## src/rtl/skew_mon_pkg.sv

```systemverilog
// Shared state encoding and helpers for the skew monitor.
// Pure declarations: no timing or flow control.
package skew_mon_pkg;

   typedef enum logic [1:0] {IDLE, ARMED, MEASURE, DONE} skew_state_t;

   // All-ones value for a result of the given width; marks a channel that never arrived.
   function automatic logic [31:0] SKEW_TIMEOUT_VAL(input int width);
      return (32'd1 << width) - 32'd1;
   endfunction

endpackage

```

## src/rtl/skew_chan.sv

```systemverilog
// One monitored channel: rise detect, single capture per measurement, held result, window check.
// Result is published on the cycle the measurement ends; no backpressure.
module skew_chan
   import skew_mon_pkg::*;
#(
   parameter int CNT_W    = 8,
   parameter int MIN_SKEW = 1,
   parameter int MAX_SKEW = 3
)
(
   input  logic             clk,
   input  logic             rst,
   input  logic             ch,
   input  logic             start,
   input  logic             measuring,
   input  logic             timeout,
   input  logic             load,
   input  logic             done,
   input  logic             clear,
   input  logic [CNT_W-1:0] cnt_val,
   output logic             cap_next,
   output logic [CNT_W-1:0] skew,
   output logic             err
);

   localparam logic [CNT_W-1:0] TO_MARK = CNT_W'(SKEW_TIMEOUT_VAL(CNT_W));
   localparam logic [CNT_W-1:0] MIN_V   = CNT_W'(MIN_SKEW);
   localparam logic [CNT_W-1:0] MAX_V   = CNT_W'(MAX_SKEW);

   logic             prev;
   logic             captured;
   logic             take;
   logic             bad;
   logic [CNT_W-1:0] result;
   logic [CNT_W-1:0] res_next;

   always_comb begin
      // A new measurement discards the previous captured flag, so stale captures never leak forward.
      take     = ch & ~prev & (start | (measuring & ~captured));
      cap_next = take | (captured & ~start);
      res_next = result;
      if (take) begin
         res_next = cnt_val;
      end else if (measuring & timeout & ~captured) begin
         res_next = TO_MARK;
      end
      bad = (skew < MIN_V) | (skew > MAX_V) | (skew == TO_MARK);
   end

   always_ff @(posedge clk) begin
      if (rst) begin
         prev     <= 1'b0;
         captured <= 1'b0;
         result   <= '0;
         skew     <= '0;
         err      <= 1'b0;
      end else begin
         prev     <= ch;
         captured <= cap_next;
         result   <= res_next;
         if (load) begin
            skew <= res_next;
         end
         // Clear wins over an error raised in the same completion cycle.
         if (clear) begin
            err <= 1'b0;
         end else if (done & bad) begin
            err <= 1'b1;
         end
      end
   end

endmodule

```

## src/rtl/skew_monitor.sv

```systemverilog
// Measures reference-to-channel strobe delay per channel; doneOut pulses 1 cycle after the last capture or the timeout cycle.
// Free-running, no backpressure; optional running min/max statistics under SKEW_MON_STATS_EN.
module skew_monitor
   import skew_mon_pkg::*;
#(
   parameter int NUM_CH   = 4,
   parameter int CNT_W    = 8,
   parameter int MIN_SKEW = 1,
   parameter int MAX_SKEW = 3,
   parameter int TIMEOUT  = 200
)
(
   input  logic                    clkIn,
   input  logic                    rstIn,
   input  logic                    enIn,
   input  logic                    clearIn,
   input  logic                    refIn,
   input  logic [NUM_CH-1:0]       chIn,
   output logic [NUM_CH*CNT_W-1:0] skewOut,
   output logic [NUM_CH-1:0]       errOut,
   output logic                    busyOut,
   output logic                    doneOut,
   output logic [CNT_W-1:0]        minSkewOut,
   output logic [CNT_W-1:0]        maxSkewOut
);

   localparam logic [CNT_W-1:0] TO_MARK   = CNT_W'(SKEW_TIMEOUT_VAL(CNT_W));
   localparam logic [CNT_W-1:0] TIMEOUT_V = CNT_W'(TIMEOUT);

   skew_state_t       state;
   skew_state_t       state_next;
   logic              ref_prev;
   logic              ref_rise;
   logic              start;
   logic              measuring;
   logic              timeout;
   logic              load;
   logic              all_cap;
   logic [CNT_W-1:0]  cnt;
   logic [CNT_W-1:0]  cnt_val;
   logic [NUM_CH-1:0] cap_next;

   assign ref_rise  = refIn & ~ref_prev;
   assign measuring = (state == MEASURE);
   assign start     = (state == ARMED) & enIn & ref_rise;
   assign timeout   = (cnt == TIMEOUT_V);
   assign cnt_val   = start ? '0 : cnt;
   assign all_cap   = &cap_next;
   assign load      = measuring & (state_next == DONE);
   assign busyOut   = (state == ARMED) | (state == MEASURE);
   assign doneOut   = (state == DONE);

   always_comb begin
      state_next = state;
      case (state)
         IDLE:    if (enIn) state_next = ARMED;
         ARMED: begin
            if (!enIn) begin
               state_next = IDLE;
            end else if (ref_rise) begin
               state_next = MEASURE;
            end
         end
         MEASURE: if (all_cap || timeout) state_next = DONE;
         DONE:    state_next = enIn ? ARMED : IDLE;
         default: state_next = IDLE;
      endcase
   end

   always_ff @(posedge clkIn) begin
      if (rstIn) begin
         state    <= IDLE;
         ref_prev <= 1'b0;
         cnt      <= '0;
      end else begin
         state    <= state_next;
         ref_prev <= refIn;
         if (start) begin
            cnt <= CNT_W'(1);
         end else if (measuring) begin
            cnt <= cnt + CNT_W'(1);
         end
      end
   end

   for (genvar gi = 0; gi < NUM_CH; gi++) begin : g_chan
      skew_chan #(
         .CNT_W    (CNT_W),
         .MIN_SKEW (MIN_SKEW),
         .MAX_SKEW (MAX_SKEW)
      ) u_chan (
         .clk       (clkIn),
         .rst       (rstIn),
         .ch        (chIn[gi]),
         .start     (start),
         .measuring (measuring),
         .timeout   (timeout),
         .load      (load),
         .done      (doneOut),
         .clear     (clearIn),
         .cnt_val   (cnt_val),
         .cap_next  (cap_next[gi]),
         .skew      (skewOut[gi*CNT_W +: CNT_W]),
         .err       (errOut[gi])
      );
   end

`ifdef SKEW_MON_STATS_EN
   logic [CNT_W-1:0] min_q;
   logic [CNT_W-1:0] max_q;
   logic [CNT_W-1:0] run_min;
   logic [CNT_W-1:0] run_max;
   logic [CNT_W-1:0] s;

   // Timed-out channels carry the marker value and are excluded from the statistics.
   always_comb begin
      run_min = min_q;
      run_max = max_q;
      s       = '0;
      for (int i = 0; i < NUM_CH; i++) begin
         s = skewOut[i*CNT_W +: CNT_W];
         if (s != TO_MARK) begin
            if (s < run_min) run_min = s;
            if (s > run_max) run_max = s;
         end
      end
   end

   always_ff @(posedge clkIn) begin
      if (rstIn || clearIn) begin
         min_q <= TO_MARK;
         max_q <= '0;
      end else if (doneOut) begin
         min_q <= run_min;
         max_q <= run_max;
      end
   end

   assign minSkewOut = min_q;
   assign maxSkewOut = max_q;
`else
   assign minSkewOut = TO_MARK;
   assign maxSkewOut = '0;
`endif

endmodule
```

## config.mk

```make
export PLATFORM = sky130hd
export DESIGN_NAME = skew_monitor
export DESIGN_NICKNAME = d
export VERILOG_FILES = /design/src/rtl/skew_mon_pkg.sv /design/src/rtl/skew_chan.sv /design/src/rtl/skew_monitor.sv
export SDC_FILE = /design/constraint.sdc
export NUM_CORES = 1
export LEC_CHECK = 0
export ABC_AREA = 1
export BUFFER_PORTS_ARGS = -buffer_cell sky130_fd_sc_hd__buf_2
export CORE_UTILIZATION = 55
export DETAILED_ROUTE_END_ITERATION = 6
export GPL_TIMING_DRIVEN = 0
export PLACE_DENSITY = 0.84
export SLEW_MARGIN = 25
export SYNTH_ARGS = -nofsm -noshare
export SYNTH_HDL_FRONTEND = slang
export SYNTH_HIERARCHICAL = 1
export SYNTH_SLANG_ARGS = --single-unit
export TNS_END_PERCENT = 10
```

## constraint.sdc

```tcl
create_clock -name clkIn -period 4.34 [get_ports clkIn]
set_input_delay 0.868 -clock clkIn [delete_from_list [all_inputs] [get_ports clkIn]]
set_output_delay 0.868 -clock clkIn [all_outputs]
set_load 0.02 [all_outputs]
```

==> results of run 1 <==
-- worst min-delay path: stages (launching register included) --
cell and delay [ps]:
dfxtp_1 320, inv_1 40, a21oi_1 50
-- state kept, by name, indices dropped and copies added, names as in the netlist --
signal                  flops
state                       2
cnt                         8
g_chan.u_chan/skew         32
g_chan.u_chan/captured      4
g_chan.u_chan/result       32
g_chan.u_chan/prev          4
ref_prev                    1
g_chan.u_chan/err           4
-- layout by cell type, fill, tap and decap left out, drive strengths merged --
| cell | netlist | final |
|---|---|---|
| a21oi | 73 | 73 |
| buf | 29 | 75 |
| bufinv | 0 | 3 |
| clkbuf | 0 | 11 |
| clkinv | 1 | 1 |
| clkinvlp | 0 | 2 |
| conb | 2 | 16 |
| dfxtp | 87 | 87 |
| ha | 6 | 6 |
| inv | 127 | 127 |
| nand2 | 159 | 159 |
| nand3 | 73 | 73 |
| nand4 | 1 | 1 |
| nor2 | 60 | 60 |
| nor3 | 3 | 3 |
| nor4 | 1 | 1 |
| o21a | 1 | 1 |
| o21ai | 1 | 1 |
| o22ai | 1 | 1 |
| or2 | 5 | 5 |
| xnor2 | 1 | 1 |
-- kinds of logic after synthesis --
logic type	Yosys count	synth area share, %
AO/OA/AOI/OAI	76	8.67
XOR/XNOR	1	0.198
adder cells (fa/ha/maj)	6	1.69
buffers and inverters	157	15.2
flip-flops	87	39.3
other	2	0.170
AND/OR/NAND/NOR	302	34.7
-- how the worst min path moves through the flow --
stage	startpoint	to	slack, ps	cells after the start
after global placement	g_chan[3].u_chan/err	g_chan[3].u_chan/err	430	2
after CTS	g_chan[3].u_chan/err	g_chan[3].u_chan/err	450	2
after global routing	g_chan[0].u_chan/err	g_chan[0].u_chan/err	470	2
after floorplan	cnt[5]	cnt[5]	440	1
final	g_chan[3].u_chan/err	g_chan[3].u_chan/err	450	2
after detailed placement	g_chan[3].u_chan/err	g_chan[3].u_chan/err	440	2
-- power by group through the flow --
stage,sequential (mW),clock [mW],combinational (mW)
6_report,0.903,0.678,0.647
3_5_place_dp,0.922,0,0.642
4_1_cts,0.903,0.695,0.645
3_3_place_gp,0.918,0,0.625
2_1_floorplan,0.970,0,0.446
5_1_grt,0.912,0.728,0.717
-- final cells by class --
cell class | instances | area share, %
Clock buffer | 11 | 2.78
Sequential cell | 87 | 34.2
Clock inverter | 5 | 2.07
Buffer | 29 | 3.76
Multi-Input combinational cell | 401 | 40.6
Tap cell | 102 | 2.51
Inverter | 128 | 9.50
Timing Repair Buffer | 46 | 4.53
-- stage by stage --
stage / setup slack (ps) / instance area (um^2) / util (%) / hold WS, ps
global route: 518 / 5090 / 65.5 / 466
detailed placement: 570 / 4840 / 62.3 / 438
finish: 919 / 5090 / 65.5 / 446
global placement: 589 / 4840 / 62.3 / 428
floorplan: 1590 / 4480 / - / 441
CTS: 952 / 5090 / 65.5 / 452
-- metal layers --
| metal | routed length [um] | track usage (%) | vias to the layer above |
|---|---|---|---|
| met3 | 627 | 6.30 | 14 |
| met2 | 4710 | 42.5 | 105 |
| li1 | - | - | 2034 |
| met4 | 148 | 7.68 | 0 |
| met5 | 0 | 0 | - |
| met1 | 3960 | 26.4 | 1754 |
==> metrics.md, run 1 <==
| Metric | Value |
|---|---|
| Rows | `32` |
| Die Width | `91.7 um` |
| Routability congestion estimate | `0.814` |
| F_max | `0.292 GHz` |
| P&R area growth vs syn | `14.8%` |
| Initial antenna violation count | `0` |
| Reg2Reg Depth | `21` |
| Drt wl/cell | `11.7 um` |
| Clock buffer depth | `2` |
| Cell Chain, Critical Path | `buf_2 > nand2_1 > inv_1 > nand3_2 > clkinv_1 > inv_1 > nand2_4 > nand2_8 > nand2_1 > nand2_1 > nor2_1 > nor2_1 > nand2_1 > nand2_1 > nand2_1 > nand2_1 > nor2_1 > buf_2 > nand3_1 > nand2_1 > inv_1` |
| Routed vias | `3,907` |
| Post-route DRC | `0` |
| Vert. Die Dim | `91.7 um` |
| Most area-hungry cell type in the Yosys netlist | `dfxtp_1` |
| Sw Share | `34.0%` |
| Worst vdd ir | `0.000290 V` |
| CP Depth | `21` |
| MaxCap Viol Count | `0` |
| Asr flop ratio synth | `0%` |
| Vias per cell | `4.83` |
| Ys Warns | `6` |
| Setup Buffers After CTS | `0` |
| Core Box Area | `7770 um^2` |
| Non-Filler Instances | `809` |
| Comb pwr share | `29.0%` |
| P_int | `1.47 mW` |
| CP top delay family | `simple AND/OR/NAND/NOR gates` |
| H-tree depth | `3` |
| Setup crit end kind | `register` |
| Number of synthesized flops with an enable pin | `0` |
| # setup viols final | `0` |
| RR Endpoint | `g_chan[2].u_chan/skew[7]` |
| Switching Power | `0.757 mW` |
| # fillers | `680` |
| Total power | `2.23 mW` |
| Status | `complete, no violations` |
| Most common cell in the synthesized netlist | `inv_1` |
| Hold crit path type | `reg -> reg` |
| FF-to-FF setup slack | `920 ps` |
| Vias in the first global route | `3,600` |
| Reg area | `1740 um^2` |
| DR pass1 iterations | `5` |
| CP most frequent cell | `nand2_1` |
| Ys flop type | `dfxtp_1` |
| Root buffer selected by CTS | `clkbuf_8` |
| # resized after CTS | `0` |
| WP data arrival | `3680 ps` |
| Synthesized instance count | `631` |
| Clock power share | `30.4%` |
| Mapped cell area | `4430 um^2` |
| Largest net degree at the start of global routing | `15` |
| Top Ports | `63` |
| Die area | `8420 um^2` |
| First-pass GRT wire length | `15,600 um` |
| Grt total ovfl | `0` |
| Sink Count | `87` |
| Synth top area share | `39.3%` |
| Port bufs | `46` |
| Clock buffer count from CTS | `9` |
| Pleak | `2.52 nW` |
| Unique cell type count in the Yosys netlist | `29` |
| RSZ-0062 raised after global routing | `no` |
| Crit Path Max Fanout | `12` |
| Clock latency on the worst-skew pair | `360 ps` |
| Commonest cells post-synth | `118 x inv_1, 115 x nand2_1, 87 x dfxtp_1` |
| Multi-input logic area | `2070 um^2` |
| CP Class | `in -> reg` |
| Critical Path Slowest Stage Cell | `nor2_1` |
| CP required | `4600 ps` |
| Measured slew at the worst slew-check pin | `870 ps` |
| Top cells by area, synth | `dfxtp_1 39%, inv_1 10%, nand2_1 9.7%, a21oi_1 8.2%, nand3_1 7.7%` |
| Seq pwr share | `40.5%` |
| Initial drt markers | `304` |
| Final WL | `9440 um` |
| Antenna Nets Post-Route | `0` |
| Clk pin slew, worst setup/hold paths | `90 ps` |
| Max transition margin | `41.8%` |
| Setup crit end | `g_chan[2].u_chan/skew[7]` |
| Layout cell share with drive strength beyond 1 | `22.6%` |
| Register bit total from synthesis | `87` |
| Final Hold Vio Count | `0` |
| Initial Util | `57.0%` |
| PwrDens | `438 nW/um^2` |
| Placed cells | `793` |
| CTS hold repair buffers | `0` |
| Average size of a mapped cell | `7.02 um^2` |
| Post-synthesis sequential area ratio | `39.3%` |
| Setup Skew | `12.4 ps` |
| Max incr delay on CP | `660 ps` |
| Final Cycle Share | `78.8%` |
| Worst r2r src | `state[1]` |
| Final worst path period need | `3420 ps` |
| CP Buf/Inv Count | `6` |
| Antenna Diode Count | `0` |
| Setup TNS Final | `0 ps` |
| Final #Nets | `717` |
| Max-slew violations | `0` |
| Worst Setup Start Kind | `input port` |
| Detail Placement HPWL | `6800 um` |
| TritonCTS clock tree | `yes` |
| Worst setup startpoint | `enIn` |
| Total Routing Usage GR | `23.4%` |
No activity file was read; power rests on OpenSTA's default activity.
==> run 2: changes to the inputs <==
==> constraint.sdc (replaced) <==
create_clock -name clkIn -period 3.3 [get_ports clkIn]
set_input_delay 0.66 -clock clkIn [delete_from_list [all_inputs] [get_ports clkIn]]
set_output_delay 0.66 -clock clkIn [all_outputs]
set_load 0.02 [all_outputs]
==> run 2 against run 1 <==
Compared with the run above:
- die area stayed put
- global-route usage is 0.11 points higher
- worst setup slack worse by 580 ps
- clock skew is 0.80 ps lower
- non-clock buffer count is 2 higher
- sequential share of layout area is 0.26 points lower
- clock power is 32% higher
- register-to-register slack worse by 580 ps
- via count is 0.38% higher
- count of clock-buffer cells in the layout stayed put
- final cell count is 0.25% higher
- flip-flop and latch count stayed put
- critical path type is now reg -> reg
- largest cell class unchanged
==> metrics.md, run 2 (same netlist as run 1, synthesis figures left out) <==
| Metric | Value |
|---|---|
| Status | `complete, no violations` |
| Seq pwr share | `40.2% (-0.3 points)` |
| PwrDens | `577 nW/um^2 (+32%)` |
| Layout cell share with drive strength beyond 1 | `23.1% (+0.50 points)` |
| Worst Setup Start Kind | `register` |
| CP top delay family | `simple AND/OR/NAND/NOR gates` |
| Drt wl/cell | `11.6 um (-0.42%)` |
| WHS | `445 ps (-0.728 ps)` |
| DR pass1 iterations | `4 (-1)` |
| # setup viols final | `0 (unchanged)` |
| Routing usage on met1 | `26.4% (unchanged)` |
| Busiest grt layer | `met2` |
| Clock power share | `30.3% (about the same)` |
| Final Cycle Share | `89.6%` |
| Sw Share | `34.3% (+0.25 points)` |
| H-tree depth | `3 (unchanged)` |
| Clock buffer depth | `2 (unchanged)` |
| CP Buf/Inv Count | `6 (unchanged)` |
| Most frequent cells in the layout | `118 x inv_1, 115 x nand2_1, 87 x dfxtp_1` |
| CTS hold repair buffers | `0 (unchanged)` |
| Total power | `2.96 mW (+33%)` |
| Setup crit end kind | `register` |
| P&R area growth vs syn | `15.7%` |
| Cell Chain, Critical Path | `ha_1 > nand2_1 > inv_1 > nand3_2 > clkinvlp_4 > inv_1 > nand2_4 > nand2_8 > nand2_1 > nand2_1 > nor2_1 > nor2_1 > nand2_1 > nand2_1 > nand2_1 > nand2_1 > nor2_4 > buf_4 > buf_2 > nor2_1 > nor2_1 > nand2_1 > inv_1` |
| Setup Skew | `11.6 ps (-0.802 ps)` |
| Die Width | `91.7 um (unchanged)` |
| Root buffer selected by CTS | `clkbuf_8` |
| Grt total ovfl | `0 (unchanged)` |
| Measured slew at the worst slew-check pin | `619 ps (-251 ps)` |
| Antenna Diode Count | `0 (unchanged)` |
| Top flop regs | `g_chan.u_chan/result x32, g_chan.u_chan/skew x32, cnt x8` |
| Final worst path period need | `2960 ps` |
| Vias per cell | `4.84 (+0.14%)` |
| Crit Path Max Fanout | `12 (unchanged)` |
| Multi-input logic area | `2070 um^2 (+0.36%)` |
| Antenna Nets Post-Route | `0 (unchanged)` |
| Total Routing Usage GR | `23.5% (+0.11 points)` |
| Max-slew violations | `0 (unchanged)` |
| Clk pin slew, worst setup/hold paths | `90 ps (about the same)` |
| Clock buffer count from CTS | `9 (unchanged)` |
| Final #Nets | `719 (+0.28%)` |
| Commonest non-fill, non-tap cell in the layout | `inv_1` |
| Detail Placement HPWL | `6800 um (unchanged)` |
| Hold crit path type | `reg -> reg` |
| Top Ports | `63 (unchanged)` |
| Initial drt markers | `210 (-31%)` |
| Initial Util | `57.0% (unchanged)` |
| MaxCap Viol Count | `0 (unchanged)` |
| Vias in the first global route | `3,610 (+0.28%)` |
| Final WL | `9430 um (-0.17%)` |
| CP required | `3610 ps (-990 ps)` |
| First-pass GRT wire length | `15,700 um (+0.40%)` |
| Comb pwr share | `29.6% (+0.6 points)` |
| Sink Count | `87 (unchanged)` |
| Port bufs | `46 (unchanged)` |
| Critical Path Slowest Stage Cell | `dfxtp_1` |
| Rows | `32 (unchanged)` |
| P_int | `1.94 mW (+32%)` |
| Met3 GRT Util | `6.30% (unchanged)` |
| Worst vdd ir | `0.000382 V (+32%)` |
| Max incr delay on CP | `450 ps (-210 ps)` |
| RSZ-0062 raised after global routing | `no` |
| Core Box Area | `7770 um^2 (unchanged)` |
| F_max | `0.338 GHz` |
| WP data arrival | `3270 ps (-410 ps)` |
| Clock latency on the worst-skew pair | `360 ps (about the same)` |
| Pleak | `2.53 nW (+0.46%)` |
| Vert. Die Dim | `91.7 um (unchanged)` |
| TritonCTS clock tree | `yes` |
| Die area | `8420 um^2 (unchanged)` |
| # fillers | `669 (-1.6%)` |
| CP most frequent cell | `nand2_1` |
| Routability congestion estimate | `0.814 (unchanged)` |
| Initial antenna violation count | `0 (unchanged)` |
| Met2 Use GR | `42.8% (+0.25 points)` |
| CP Class | `reg -> reg` |
| Max transition margin | `58.6% (+17 points)` |
| Largest net degree at the start of global routing | `15 (unchanged)` |
| Reg area | `1740 um^2 (unchanged)` |
| Routed vias | `3,922 (+0.38%)` |
| Post-route DRC | `0 (unchanged)` |
| Switching Power | `1.01 mW (+34%)` |
| Final Hold Vio Count | `0 (unchanged)` |
[run 2: cell types whose count changed in the layout (fill, tap and decap cells not counted)]
| cell | change |
|---|---|
| buf_12 | +1 |
| clkinvlp_4 | +1 |
| clkinv_1 | -1 |
| nor2_4 | +1 |
| nor2_1 | -1 |
| buf_4 | +1 |
[run 2: worst register-to-register path, cell delays in order (launching register included)]
cell and delay (ps):
dfxtp_1 450, ha_1 180, nand2_1 60, inv_1 80, nand3_2 130, clkinvlp_4 220
inv_1 120, nand2_4 160, nand2_8 110, nand2_1 90, nand2_1 50, nor2_1 130
nor2_1 60, nand2_1 70, nand2_1 50, nand2_1 50, nand2_1 100, nor2_4 160
buf_4 160, buf_2 210, nor2_1 70, nor2_1 90, nand2_1 60, inv_1 40
[run 2: path summary, 6_finish.rpt]
check,start,endpoint,slack [ps],depth (start not counted)
setup reg to reg,state[0],g_chan[1].u_chan/skew[1],340,23
setup / recovery,state[0],g_chan[1].u_chan/skew[1],340,23
hold reg to reg,g_chan[3].u_chan/err,g_chan[3].u_chan/err,450,2
hold / removal,g_chan[3].u_chan/err,g_chan[3].u_chan/err,450,2
[run 2: layout make-up]
type | instances | area share (%)
Buffer | 29 | 3.74
Clock buffer | 11 | 2.76
Clock inverter | 5 | 2.05
Inverter | 128 | 9.50
Multi-Input combinational cell | 401 | 40.5
Sequential cell | 87 | 34.0
Tap cell | 102 | 2.49
Timing Repair Buffer | 48 | 5.03
[run 2: what timing repair did]
item / in CTS / in global routing
setup buffers: 0 / 2
gates resized for setup: 1 / 2
pin swaps: 0 / 1
setup endpoints to repair: 32 / 32
[run 2: metrics by stage]
stage / setup WS (ps) / TNS, ps / util [%] / cell area, um^2 / instances
after floorplan: 756 / 0 / - / 4480 / 645
after global placement: -243 / -7210 / 62.3 / 4840 / 793
after detailed placement: -262 / -7770 / 62.3 / 4840 / 793
after CTS: 173 / 0 / 65.5 / 5090 / 809
after global routing: 17.0 / 0 / 66.0 / 5120 / 811
final: 343 / 0 / 66.0 / 5120 / 811
[run 2: layer usage]
metal,vias up,part of all wire (%)
met5,-,0
met2,109,49
li1,2039,-
met3,16,5.8
met4,0,1.8
met1,1758,43
[run 2: power by group through the flow]
stage	clock, mW	combinational, mW	sequential (mW)
after floorplan	0	0.587	1.28
after global placement	0	0.822	1.21
after detailed placement	0	0.844	1.21
after CTS	0.914	0.851	1.19
after global routing	0.957	0.964	1.20
final	0.894	0.873	1.19
